`src/rtl/mt9v032_pkg.sv`:
```
// Shared constants, state encoding and pixel clamp helper for the MT9V032
// serial word stream (used by both the transmitter and the deserializer).
package mt9v032_pkg;
    localparam int WORD_W = 12;
    localparam int DATA_W = 10;
    localparam logic [3:0] LAST_BIT = 4'(WORD_W - 1);

    localparam logic [DATA_W-1:0] SYNC_HI = 10'h3FF;
    localparam logic [DATA_W-1:0] SYNC_LO = 10'h000;

    localparam logic [DATA_W-1:0] DEF_CODE_LS = 10'h001;
    localparam logic [DATA_W-1:0] DEF_CODE_LE = 10'h002;
    localparam logic [DATA_W-1:0] DEF_CODE_FS = 10'h004;
    localparam logic [DATA_W-1:0] DEF_CODE_FE = 10'h008;

    typedef enum logic [2:0] {
        ST_IDLE,
        ST_SOS0,
        ST_SOS1,
        ST_SOS2,
        ST_PIX,
        ST_EOS0,
        ST_EOS1,
        ST_EOS2
    } tx_state_e;

    // Keeps pixel words from aliasing the reserved all-zero/all-one sync values.
    function automatic logic [DATA_W-1:0] clamp_pixel(input logic [DATA_W-1:0] d,
                                                      input logic en);
        logic [DATA_W-1:0] r;
        r = d;
        if (en && d == SYNC_LO) begin
            r = 10'h001;
        end else if (en && d == SYNC_HI) begin
            r = 10'h3FE;
        end
        return r;
    endfunction
endpackage

```
`src/rtl/mt9v032_serial_shifter.sv`:
```
// 12-bit load/shift register: start bit, 10 data bits LSB first, stop bit.
// Loads a new word at every boundary (bit_cnt at its last bit).
module mt9v032_serial_shifter
    import mt9v032_pkg::*;
(
    input  logic              clk,
    input  logic              rst,
    input  logic [DATA_W-1:0] load_data,
    output logic              boundary,
    output logic              ser_out,
    output logic              word_start
);
    logic [WORD_W-1:0] shreg_q, shreg_d;
    logic [3:0]        bit_cnt_q, bit_cnt_d;
    logic              word_start_q, word_start_d;

    assign boundary = (bit_cnt_q == LAST_BIT);

    always_comb begin
        if (boundary) begin
            shreg_d   = {1'b0, load_data, 1'b1};
            bit_cnt_d = 4'd0;
        end else begin
            shreg_d   = {1'b0, shreg_q[WORD_W-1:1]};
            bit_cnt_d = bit_cnt_q + 4'd1;
        end
        word_start_d = boundary;
    end

    always_ff @(posedge clk) begin
        if (rst) begin
            shreg_q      <= '0;
            bit_cnt_q    <= LAST_BIT;
            word_start_q <= 1'b0;
        end else begin
            shreg_q      <= shreg_d;
            bit_cnt_q    <= bit_cnt_d;
            word_start_q <= word_start_d;
        end
    end

    assign ser_out    = shreg_q[0];
    assign word_start = word_start_q;
endmodule

```
`src/rtl/mt9v032_serial_tx.sv`:
```
// MT9V032 bit-serial transmitter: one-entry pixel register plus word-sequencing
// FSM wrapping line pixels in 3-word start/end sync sequences.
module mt9v032_serial_tx
    import mt9v032_pkg::*;
#(
    parameter bit                CLAMP   = 1'b1,
    parameter logic [DATA_W-1:0] CODE_LS = DEF_CODE_LS,
    parameter logic [DATA_W-1:0] CODE_LE = DEF_CODE_LE,
    parameter logic [DATA_W-1:0] CODE_FS = DEF_CODE_FS,
    parameter logic [DATA_W-1:0] CODE_FE = DEF_CODE_FE
) (
    input  logic              clk,
    input  logic              rst,
    input  logic              in_valid,
    output logic              in_ready,
    input  logic [DATA_W-1:0] in_data,
    input  logic              in_fs,
    input  logic              in_ls,
    input  logic              in_le,
    input  logic              in_fe,
    output logic              ser_out,
    output logic              word_start,
    output logic              busy
);
    tx_state_e         state_q, state_d, nxt_state;
    logic              pend_valid_q, pend_valid_d;
    logic [DATA_W-1:0] pend_data_q, pend_data_d;
    logic              pend_fs_q, pend_fs_d, pend_ls_q, pend_ls_d;
    logic              pend_le_q, pend_le_d, pend_fe_q, pend_fe_d;
    logic              cur_le_q, cur_le_d, cur_fe_q, cur_fe_d;
    logic              busy_q, busy_d;
    logic              in_ready_q, in_ready_d;
    logic [DATA_W-1:0] word_d;
    logic              boundary, load_pix, idle_like, accept;

    always_comb begin
        nxt_state = state_q;
        word_d    = SYNC_LO;
        load_pix  = 1'b0;
        idle_like = 1'b0;
        case (state_q)
            ST_SOS0: begin word_d = SYNC_LO; nxt_state = ST_SOS1; end
            ST_SOS1: begin
                word_d    = CODE_LS | (pend_fs_q ? CODE_FS : '0);
                nxt_state = ST_SOS2;
            end
            ST_SOS2: load_pix = 1'b1;
            ST_PIX: begin
                if (cur_le_q) begin
                    word_d    = SYNC_HI;
                    nxt_state = ST_EOS0;
                end else begin
                    idle_like = 1'b1;
                end
            end
            ST_EOS0: begin word_d = SYNC_LO; nxt_state = ST_EOS1; end
            ST_EOS1: begin
                word_d    = CODE_LE | (cur_fe_q ? CODE_FE : '0);
                nxt_state = ST_EOS2;
            end
            default: idle_like = 1'b1;
        endcase
        if (idle_like) begin
            if (pend_valid_q && pend_ls_q) begin
                word_d    = SYNC_HI;
                nxt_state = ST_SOS0;
            end else if (pend_valid_q) begin
                load_pix = 1'b1;
            end else begin
                word_d    = SYNC_LO;
                nxt_state = ST_IDLE;
            end
        end
        if (load_pix) begin
            word_d    = clamp_pixel(pend_data_q, CLAMP);
            nxt_state = ST_PIX;
        end

        state_d  = state_q;
        cur_le_d = cur_le_q;
        cur_fe_d = cur_fe_q;
        busy_d   = busy_q;
        if (boundary) begin
            state_d = nxt_state;
            busy_d  = (nxt_state != ST_IDLE);
            if (load_pix) begin
                cur_le_d = pend_le_q;
                cur_fe_d = pend_fe_q;
            end
        end

        // Accept and load are exclusive: accept needs an empty pend, load a full one.
        accept       = in_valid && in_ready_q;
        pend_valid_d = pend_valid_q;
        pend_data_d  = pend_data_q;
        pend_fs_d    = pend_fs_q;
        pend_ls_d    = pend_ls_q;
        pend_le_d    = pend_le_q;
        pend_fe_d    = pend_fe_q;
        if (boundary && load_pix) begin
            pend_valid_d = 1'b0;
        end else if (accept) begin
            pend_valid_d = 1'b1;
            pend_data_d  = in_data;
            pend_fs_d    = in_fs;
            pend_ls_d    = in_ls;
            pend_le_d    = in_le;
            pend_fe_d    = in_fe;
        end
        in_ready_d = !pend_valid_d;
    end

    always_ff @(posedge clk) begin
        if (rst) begin
            state_q      <= ST_IDLE;
            pend_valid_q <= 1'b0;
            pend_data_q  <= '0;
            pend_fs_q    <= 1'b0;
            pend_ls_q    <= 1'b0;
            pend_le_q    <= 1'b0;
            pend_fe_q    <= 1'b0;
            cur_le_q     <= 1'b0;
            cur_fe_q     <= 1'b0;
            busy_q       <= 1'b0;
            in_ready_q   <= 1'b0;
        end else begin
            state_q      <= state_d;
            pend_valid_q <= pend_valid_d;
            pend_data_q  <= pend_data_d;
            pend_fs_q    <= pend_fs_d;
            pend_ls_q    <= pend_ls_d;
            pend_le_q    <= pend_le_d;
            pend_fe_q    <= pend_fe_d;
            cur_le_q     <= cur_le_d;
            cur_fe_q     <= cur_fe_d;
            busy_q       <= busy_d;
            in_ready_q   <= in_ready_d;
        end
    end

    mt9v032_serial_shifter u_shifter (
        .clk        (clk),
        .rst        (rst),
        .load_data  (word_d),
        .boundary   (boundary),
        .ser_out    (ser_out),
        .word_start (word_start)
    );

    assign in_ready = in_ready_q;
    assign busy     = busy_q;
endmodule

```
`config.mk`:
```
export PLATFORM = sky130hd
export DESIGN_NAME = mt9v032_serial_tx
export DESIGN_NICKNAME = d
export VERILOG_FILES = /design/src/rtl/mt9v032_pkg.sv /design/src/rtl/mt9v032_serial_shifter.sv /design/src/rtl/mt9v032_serial_tx.sv
export SDC_FILE = /design/constraint.sdc
export NUM_CORES = 1
export LEC_CHECK = 0
export CORE_AREA = 2 2 60 62
export DETAILED_ROUTE_END_ITERATION = 6
export DIE_AREA = 0 0 62 64
export PLACE_DENSITY = 0.75
export SYNTH_ARGS = -nofsm -noshare
export SYNTH_HDL_FRONTEND = slang
export SYNTH_SLANG_ARGS = --single-unit
```
`constraint.sdc`:
```
create_clock -name clk -period 1.98 [get_ports clk]
set_input_delay 0.594 -clock clk [delete_from_list [all_inputs] [get_ports clk]]
set_output_delay 0.594 -clock clk [all_outputs]
set_load 0.005 [all_outputs]
```
# Word level (Yosys, flattened, before mapping)
# Index checks and enable logic that the tools add are counted.
op_classes:
  add_sub_neg: 1
  n_eq_ne: 8
  n_mux: 26
  n_bitwise: 1
  reduce_logical: 10
op_table:
  columns: ["cell", "count"]
  rows:
  - ["10-bit two-way mux", 7]
  - ["10-bit one-hot mux with 3 select lines", 1]
  - ["3-bit two-way mux", 6]
  - ["3-bit one-hot mux with 5 select lines", 1]
  - ["11-bit two-way mux", 1]
  - ["10-bit == test (second input constant)", 1]
  - ["10-bit logical NOT", 1]
  - ["3-bit == test (second input constant)", 3]
  - ["4-bit two-way mux", 2]
  - ["1-bit two-way mux", 7]
  - ["3-bit by 2-bit == test with 1-bit output (second input constant)", 2]
  - ["5-bit OR reduction", 1]
  - ["4-bit by 1-bit adder with 4-bit output (second input constant)", 1]
  - ["4-bit == test (second input constant)", 1]
  - ["2-bit AND reduction", 2]
  - ["3-bit by 1-bit == test with 1-bit output (second input constant)", 1]
  - ["1-bit logical AND", 3]
  - ["3-bit nonzero test", 1]
  - ["1-bit one-hot mux with 2 select lines", 1]
  - ["2-bit OR reduction", 1]
  - ["1-bit logical NOT", 1]
  - ["1-bit NOT", 1]
word_totals:
  register_bits: 39
  inputBits: 17
  wordCells: 61

# Logic depth before layout (Yosys ltp)
# Gate-level depths: netlist of run 1.
depth:
  word_depth: 8
  depth_mapped: 7

# Hierarchy
# A second synthesis of run 1 with hierarchy kept.
hier_totals:
  hier_cells: 212
  hier_area_um2: 1945.6
modules_own_cells:
  columns: ["mod", "n_inst", "cells_per_inst", "area_per_inst_um2"]
  rows:
  - ["mt9v032_serial_tx", 1, 149, 1286.2]
  - ["mt9v032_serial_shifter", 1, 63, 659.4]

# Worst setup path after synthesis of run 1
# Ideal clock, no wire load.
synth_timing:
  path_kind: "reg2reg"
  from: "register u_shifter.bit_cnt_q[0]"
  to: "register state_q[2]"
  arrival_time_ns: 1.461
  required_ns: 1.847
  slack_ns: 0.387
  path_stages_with_launch: 8
  n_path_buf: 1
  synth_period_minus_slack_ns: 1.593
  cell_sequence: "dfxtp_1 > ha_1 > and3b_1 > buf_2 > nand2_1 > o32a_1 > nor2_1 > a2111oi_2"
synth_between:
  elab_chain_len: 1
synth_rtl:
  columns: ["item", "line_no", "source"]
  rows:
  - ["start, declared", "mt9v032_serial_shifter.sv:14", "logic [3:0] bit_cnt_q, bit_cnt_d;"]
  - ["start signal, assigned", "mt9v032_serial_shifter.sv:37", "bit_cnt_q <= bit_cnt_d;"]
  - ["4-bit == test", "mt9v032_serial_shifter.sv:17", "assign boundary = (bit_cnt_q == LAST_BIT);"]
  - ["end signal, assigned", "mt9v032_serial_tx.sv:127", "state_q <= state_d;"]
  - ["end, declared", "mt9v032_serial_tx.sv:25", "tx_state_e state_q, state_d, nxt_state;"]
# No other way between the ends.
# A chain may end at the register's enable or synchronous reset.

# Final worst setup path of run 1
layout_timing:
  from: "register busy_q (netlist: busy)"
  to: "output port busy"
layout_lines:
  columns: ["item", "line_no", "source"]
  rows:
  - ["start, declared", "mt9v032_serial_tx.sv:31", "logic busy_q, busy_d;"]
  - ["start signal, assigned", "mt9v032_serial_tx.sv:136", "busy_q <= busy_d;"]
  - ["end, declared", "mt9v032_serial_tx.sv:23", "output logic busy"]
# No word-level cell between the ends.

==> results.tsv, run 1 <==
metric	value	unit
status	finished clean	
Net Count, Synth	204	
Crit Path Class	reg2out	
DR pass1 iterations	4	
Slowest-stage cell, CP	clkdlybuf4s50_1	
Antenna diodes	0	
first-pass GRT wire length	5.81	mm
maximum number of pins on one net before global-route repair	18	
Crit. End Element	output pin	
most frequent cells in the layout	dfxtp_1 (38), nor2_1 (36), clkdlybuf4s50_1 (20), mux2i_1 (15), a21oi_1 (10)	
Synth Register Bits	38	
CP startpoint kind	register	
clock root cell	clkbuf_4	
RSZ-0062 raised after global routing	false	
main flop type after synthesis	dfxtp_1	
TritonCTS clock tree	done	
async set-reset flop share out of synthesis	0	
Setup Viol. Count Final	0	
drt first-iter violations	49	
fraction of layout cells with a size suffix above 1	0.114	
Synth area leader	dfxtp_1	
Tmin final	1.78	ns
number of global-route vias before repair	1335	
Die Ht	64	microns
CP Cell Sequence	clkdlybuf4s50_1	
total CTS buffers	5	
max frequency	563	MHz
die footprint	3970	sq um
post-synthesis sequential area ratio	0.448	
setup repair bufs after CTS	0	
antenna violations before repair	0	
effective utilization at floorplan	0.517	
clk sinks	38	
H-Tree Depth	2	
final net count	227	
maximum vdd drop	0.483	mV
pwr dens	848	nW/um^2
Detail Placement HPWL	2.50	mm
routability cong.	0.883	
Sw Pwr	487	uW
worst slew pin tran	0.479	ns
gr ovfl total	0	
DRC	0	
Clock Latency Late Sink	0.34	ns
yosys warns	0	
logic gate share of total power	0.234	
maxcap violations	0	
Synth Cell Area	1700	sq um
Setup Skew	0.00417	ns
Crit path largest cell delay	0.50	ns
Pint	1.21	mW
min-delay worst type	reg2reg	
Rows	21	
part of the cycle the worst path needs	0.897	
Clock power frac	0.242	
Crit Path Max Fanout	2	
remaining antenna violation count	0	
Post-CTS Hold Fix Bufs	0	
worst rel slew slack	0.680	
clock tree buffer depth	2	
PostCTS Resize Cnt	0	
total number of vias	1405	
Critical Path RT	1.39	ns
Core Region	3280	sq um
Post-synth EDFFs	0	
PortBufs	20	
WP buf/inv	1	
Seq pwr share	0.525	
final wirelength	3.43	mm
Leakage	0.731	nW
Die W	62	microns
IO Pins	21	
CP top delay family	buffers and inverters	
Final Max Slew Viols	0	
Layout area overhead	18.3	%
CP arrival	1.18	ns
Tot GR Track Use	0.192	
Mean Syn Cell Area	9.12	sq um
Reg clk slew, reported paths	0.11	ns
distinct cell type count after synthesis	45	
sw frac	0.286	
placed cell area	1950	sq um
vias per cell	5.49	
fin area	2010	sq um
wire per inst	13.4	microns
Setup TNS	0	ns
fillers	290	
cells after synthesis	186	
Synth area leaders	dfxtp_1 (45%), mux2i_1 (8.8%), nor2_1 (8.0%)	
Fin. Hold Viols	0	
most common cell after layout, fill and taps aside	dfxtp_1	
top-area cell type share of the netlist area	0.448	
## cells by family after synthesis
logic type	share of synthesized area
compound gates	0.172
buf+inv	0.0516
mux	0.0885
flops	0.448
xor+xnor	0.0103
simple gates	0.222
fa+ha+maj	0.00737
## cell usage after synthesis (all sizes together) (2+ instances only)
cell type,n
dfxtp,38
nor2,36
mux2i,15
a21oi,10
nor3,10
nand2,9
o21ai,8
a211oi,7
buf,7
clkbuf,5
nand3,4
nand3b,3
nand4,3
a221oi,2
and2,2
inv,2
nand2b,2
nor4,2
o21bai,2
or2,2
xnor2,2
## through the flow
step	std cells	util	total power, mW	hold WS (ns)	worst slack (ns)
floorplan	186	-	1.17	0.416	0.387
global placement	248	0.593	1.29	0.428	0.141
detailed placement	248	0.593	1.31	0.450	0.0824
CTS	256	0.611	1.71	0.472	0.192
global route	256	0.611	1.80	0.485	0.109
finish	256	0.611	1.70	0.462	0.204
## worst reg2reg max path: cells and delay by family, from the launching register on
family	cells	cell delay (ns)
fa+ha+maj	1	0.25
compound gates	2	0.49
flops	1	0.34
buf+inv	1	0.20
simple gates	2	0.39
## power by group through the flow
| stage | sequential (mW) | clock, mW | combinational (mW) |
|---|---|---|---|
| floorplan | 0.898 | 0 | 0.274 |
| global placement | 0.906 | 0 | 0.384 |
| detailed placement | 0.910 | 0 | 0.397 |
| CTS | 0.893 | 0.420 | 0.399 |
| global route | 0.904 | 0.452 | 0.444 |
| finish | 0.893 | 0.411 | 0.398 |
## metal layers
| metal | part of all wire | GRT usage | wire length [microns] | up-vias |
|---|---|---|---|---|
| met5 | 0 | 0 | 0 | - |
| met4 | 0.019 | 0.0851 | 64 | 0 |
| met3 | 0.043 | 0.0425 | 146 | 9 |
| met2 | 0.47 | 0.302 | 1620 | 36 |
| met1 | 0.47 | 0.244 | 1600 | 650 |
| li1 | - | - | - | 710 |
## final cells by class
class,count,area [sq um],area share
Multi-Input combinational cell,134,848,0.423
Clock inverter,1,5.00,0.00249
Sequential cell,38,761,0.379
Tap cell,46,57.6,0.0287
Timing Repair Buffer,28,273,0.136
Clock buffer,7,55.1,0.0274
Inverter,2,7.51,0.00374
## final timing paths
| path | slack [ns] | depth (start not counted) | startpoint | end |
|---|---|---|---|---|
| setup / recovery | 0.20 | 1 | busy | busy |
| hold / removal | 0.46 | 2 | u_shifter.shreg_q[1] | u_shifter.shreg_q[0] |
| setup reg to reg | 0.23 | 6 | u_shifter.bit_cnt_q[0] | state_q[2] |
| hold reg to reg | 0.46 | 2 | u_shifter.shreg_q[1] | u_shifter.shreg_q[0] |
## state kept, by name, indices dropped and copies added, names as in the netlist, 3 cells and up
name                 count
state_q                  3
pend_data_q             10
u_shifter.shreg_q       11
u_shifter.bit_cnt_q      4
No activity file was read; power rests on OpenSTA's default activity.
==> run 2, diff against run 1 <==
--- a/config.mk
+++ b/config.mk
@@ -5,10 +5,11 @@
 export SDC_FILE = /design/constraint.sdc
 export NUM_CORES = 1
 export LEC_CHECK = 0
-export CORE_AREA = 2 2 60 62
+export CORE_AREA = 2 2 63 65
 export DETAILED_ROUTE_END_ITERATION = 6
-export DIE_AREA = 0 0 62 64
-export PLACE_DENSITY = 0.75
+export DIE_AREA = 0 0 65 67
+export PLACE_DENSITY = 0.76
 export SYNTH_ARGS = -nofsm -noshare
 export SYNTH_HDL_FRONTEND = slang
+export SYNTH_HIERARCHICAL = 1
 export SYNTH_SLANG_ARGS = --single-unit
==> run 2 against run 1 <==
  * Count of clock-buffer cells in the layout is the same
  * Largest power group unchanged
  * Critical path depth grew 6
  * Critical endpoint is now state_q[2]
  * Sequential power shrank 4.9%
  * Clock power up 31%
  * Clock skew hardly changed
  * Largest cell class unchanged
  * Setup slack improved by 0.038 ns
==> results.tsv, run 2 <==
metric	value	unit
maximum vdd drop	0.555	mV
Crit. End Element	register	
total number of vias	1558	
CP top delay family	compound AO/OA/AOI/OAI gates	
Core Region	3610	sq um
R2R depth	7	
most frequent cell after synthesis	nand2b_1	
worst slew pin tran	0.379	ns
Tmin final	1.74	ns
Synth area leader	dfxtp_1	
total CTS buffers	5	
IO Pins	21	
status	finished clean	
remaining antenna violation count	0	
TritonCTS clock tree	done	
number of global-route vias before repair	1424	
routability cong.	0.806	
met3 WL	125	microns
largest register by flop count	u_shifter/shreg_q	
H-Tree Depth	2	
DR pass1 iterations	4	
fraction of layout cells with a size suffix above 1	0.105	
RSZ-0062 raised after global routing	false	
Reg clk slew, reported paths	0.07	ns
Rows	22	
part of the cycle the worst path needs	0.878	
synth cell count leaders	nand2b_1 (46), dfxtp_1 (38), mux2i_1 (24)	
Crit Path Class	reg2reg	
Critical Path RT	2.14	ns
worst hold start	u_shifter/shreg_q[1]	
critical path depth	7	
DRC	0	
WL met1	1.80	mm
wire per inst	12.8	microns
min-delay worst type	reg2reg	
reg-to-reg slack, setup	0.24	ns
Clock Latency Late Sink	0.29	ns
clock root cell	clkbuf_8	
area of the multi-input gates	1110	sq um
Seq. cell area	761	sq um
Mean Syn Cell Area	9.18	sq um
CP startpoint kind	register	
Hold Path Depth	2	
Setup Viol. Count Final	0	
Tot GR Track Use	0.196	
post-synthesis sequential area ratio	0.391	
worst rel slew slack	0.741	
Antenna diodes	0	
Fin. Hold Viols	0	
Crit Path Max Fanout	16	
Synth Register Bits	38	
met2 WL post-DR	1.69	mm
CP arrival	1.89	ns
first-pass GRT wire length	6.54	mm
Setup TNS	0	ns
setup repair bufs after CTS	0	
gr ovfl total	0	
Post-CTS Hold Fix Bufs	0	
final core occ	0.652	
most frequent cells in the layout	nand2b_1 (46), dfxtp_1 (38), mux2i_1 (24), clkdlybuf4s50_1 (20), a21oi_1 (13)	
Die W	65	microns
die footprint	4360	sq um
main flop type after synthesis	dfxtp_1	
maxcap violations	0	
antenna violations before repair	0	
clk sinks	38	
distinct cell type count after synthesis	45	
RR Endpoint	state_q[2]	
clock tree buffer depth	2	
Final Max Slew Viols	0	
PostCTS Resize Cnt	0	
pwr dens	749	nW/um^2
CP Cell Sequence	ha_1, nand3b_1, inv_1, buf_12, nand2_1, o22ai_1, a2111oi_0	
Critical path origin	u_shifter/bit_cnt_q[0]	
final wirelength	3.66	mm
reg2reg start	u_shifter/bit_cnt_q[0]	
cells after synthesis	212	
biggest regs	u_shifter/shreg_q (11), pend_data_q (10), u_shifter/bit_cnt_q (4)	
drt first-iter violations	104	
Crit path largest cell delay	0.43	ns
maximum number of pins on one net before global-route repair	62	
Post-synth EDFFs	0	
top layer in use	met4	
Slowest-stage cell, CP	a2111oi_0	
worst setup margin	0.242	ns
Net Count, Synth	230	
fillers	321	
most common cell after layout, fill and taps aside	nand2b_1	
top-area cell type share of the netlist area	0.391	
Detail Placement HPWL	2.53	mm
vias per cell	5.45	
final net count	255	
PortBufs	20	
Synth area leaders	dfxtp_1 (39%), nand2b_1 (15%), mux2i_1 (12%)	
endpoint with the worst hold slack	u_shifter/shreg_q[0]	
Synth Cell Area	1950	sq um
effective utilization at floorplan	0.540	
Die Ht	67	microns
Leakage	0.904	nW
yosys warns	6	
max reg flops	11	
Layout area overhead	20.8	%
WP buf/inv	2	
Setup Skew	0.00461	ns
max frequency	575	MHz
Post-Place Setup Slack	0.187	ns
async set-reset flop share out of synthesis	0	
run 2: worst register-to-register path, stage by stage (launching register included):
cell and delay, ns:
dfxtp_1 0.34, ha_1 0.24, nand3b_1 0.11, inv_1 0.17, buf_12 0.21, nand2_1 0.06, o22ai_1 0.06, a2111oi_0 0.43
run 2: how the worst max path moves through the flow:
| stage | endpoint | slack (ns) |
|---|---|---|
| final | state_q[2] | 0.24 |
| after global routing | state_q[0] | 0.02 |
| after CTS | state_q[0] | 0.22 |
| after detailed placement | pend_data_q[7] | 0.19 |
| after global placement | pend_data_q[5] | 0.23 |
| after floorplan | busy | 0.16 |
run 2: layout make-up:
cell class | count | share of cell area
Clock buffer | 7 | 0.0367
Sequential cell | 38 | 0.324
Timing Repair Buffer | 31 | 0.136
Tap cell | 48 | 0.0255
Clock inverter | 1 | 0.00213
Multi-Input combinational cell | 158 | 0.471
Inverter | 3 | 0.00479
run 2: per-layer routing:
metal	track usage	up-vias
li1	-	801
met1	0.267	722
met2	0.302	30
met3	0.0355	5
met4	0.0878	0
met5	0	-
run 2: power by group:
group	switching, mW	total [mW]	leakage [nW]	internal [mW]
Combinational	0.169	0.371	0.546	0.202
Clock	0.260	0.540	0.0482	0.281
Sequential	0.0374	0.849	0.310	0.812
run 2: cell families (layout without fill, tap and decap cells):
kind of cell | count (synthesis) | in the layout | share of synthesized area
adder cells (fa/ha/maj) | 1 | 1 | 0.00643
AND/OR/NAND/NOR | 87 | 87 | 0.267
buffers and inverters | 16 | 42 | 0.0399
AO/OA/AOI/OAI | 46 | 46 | 0.172
multiplexers | 24 | 24 | 0.123
flip-flops | 38 | 38 | 0.391
run 2: metrics by stage:
stage	instances	hold WS [ns]	power [mW]	area, sq um
after floorplan	212	0.411	1.10	1950
after global placement	278	0.426	1.23	2260
after detailed placement	278	0.441	1.24	2260
after CTS	286	0.452	1.79	2350
after global routing	286	0.467	1.85	2350
final	286	0.441	1.76	2350
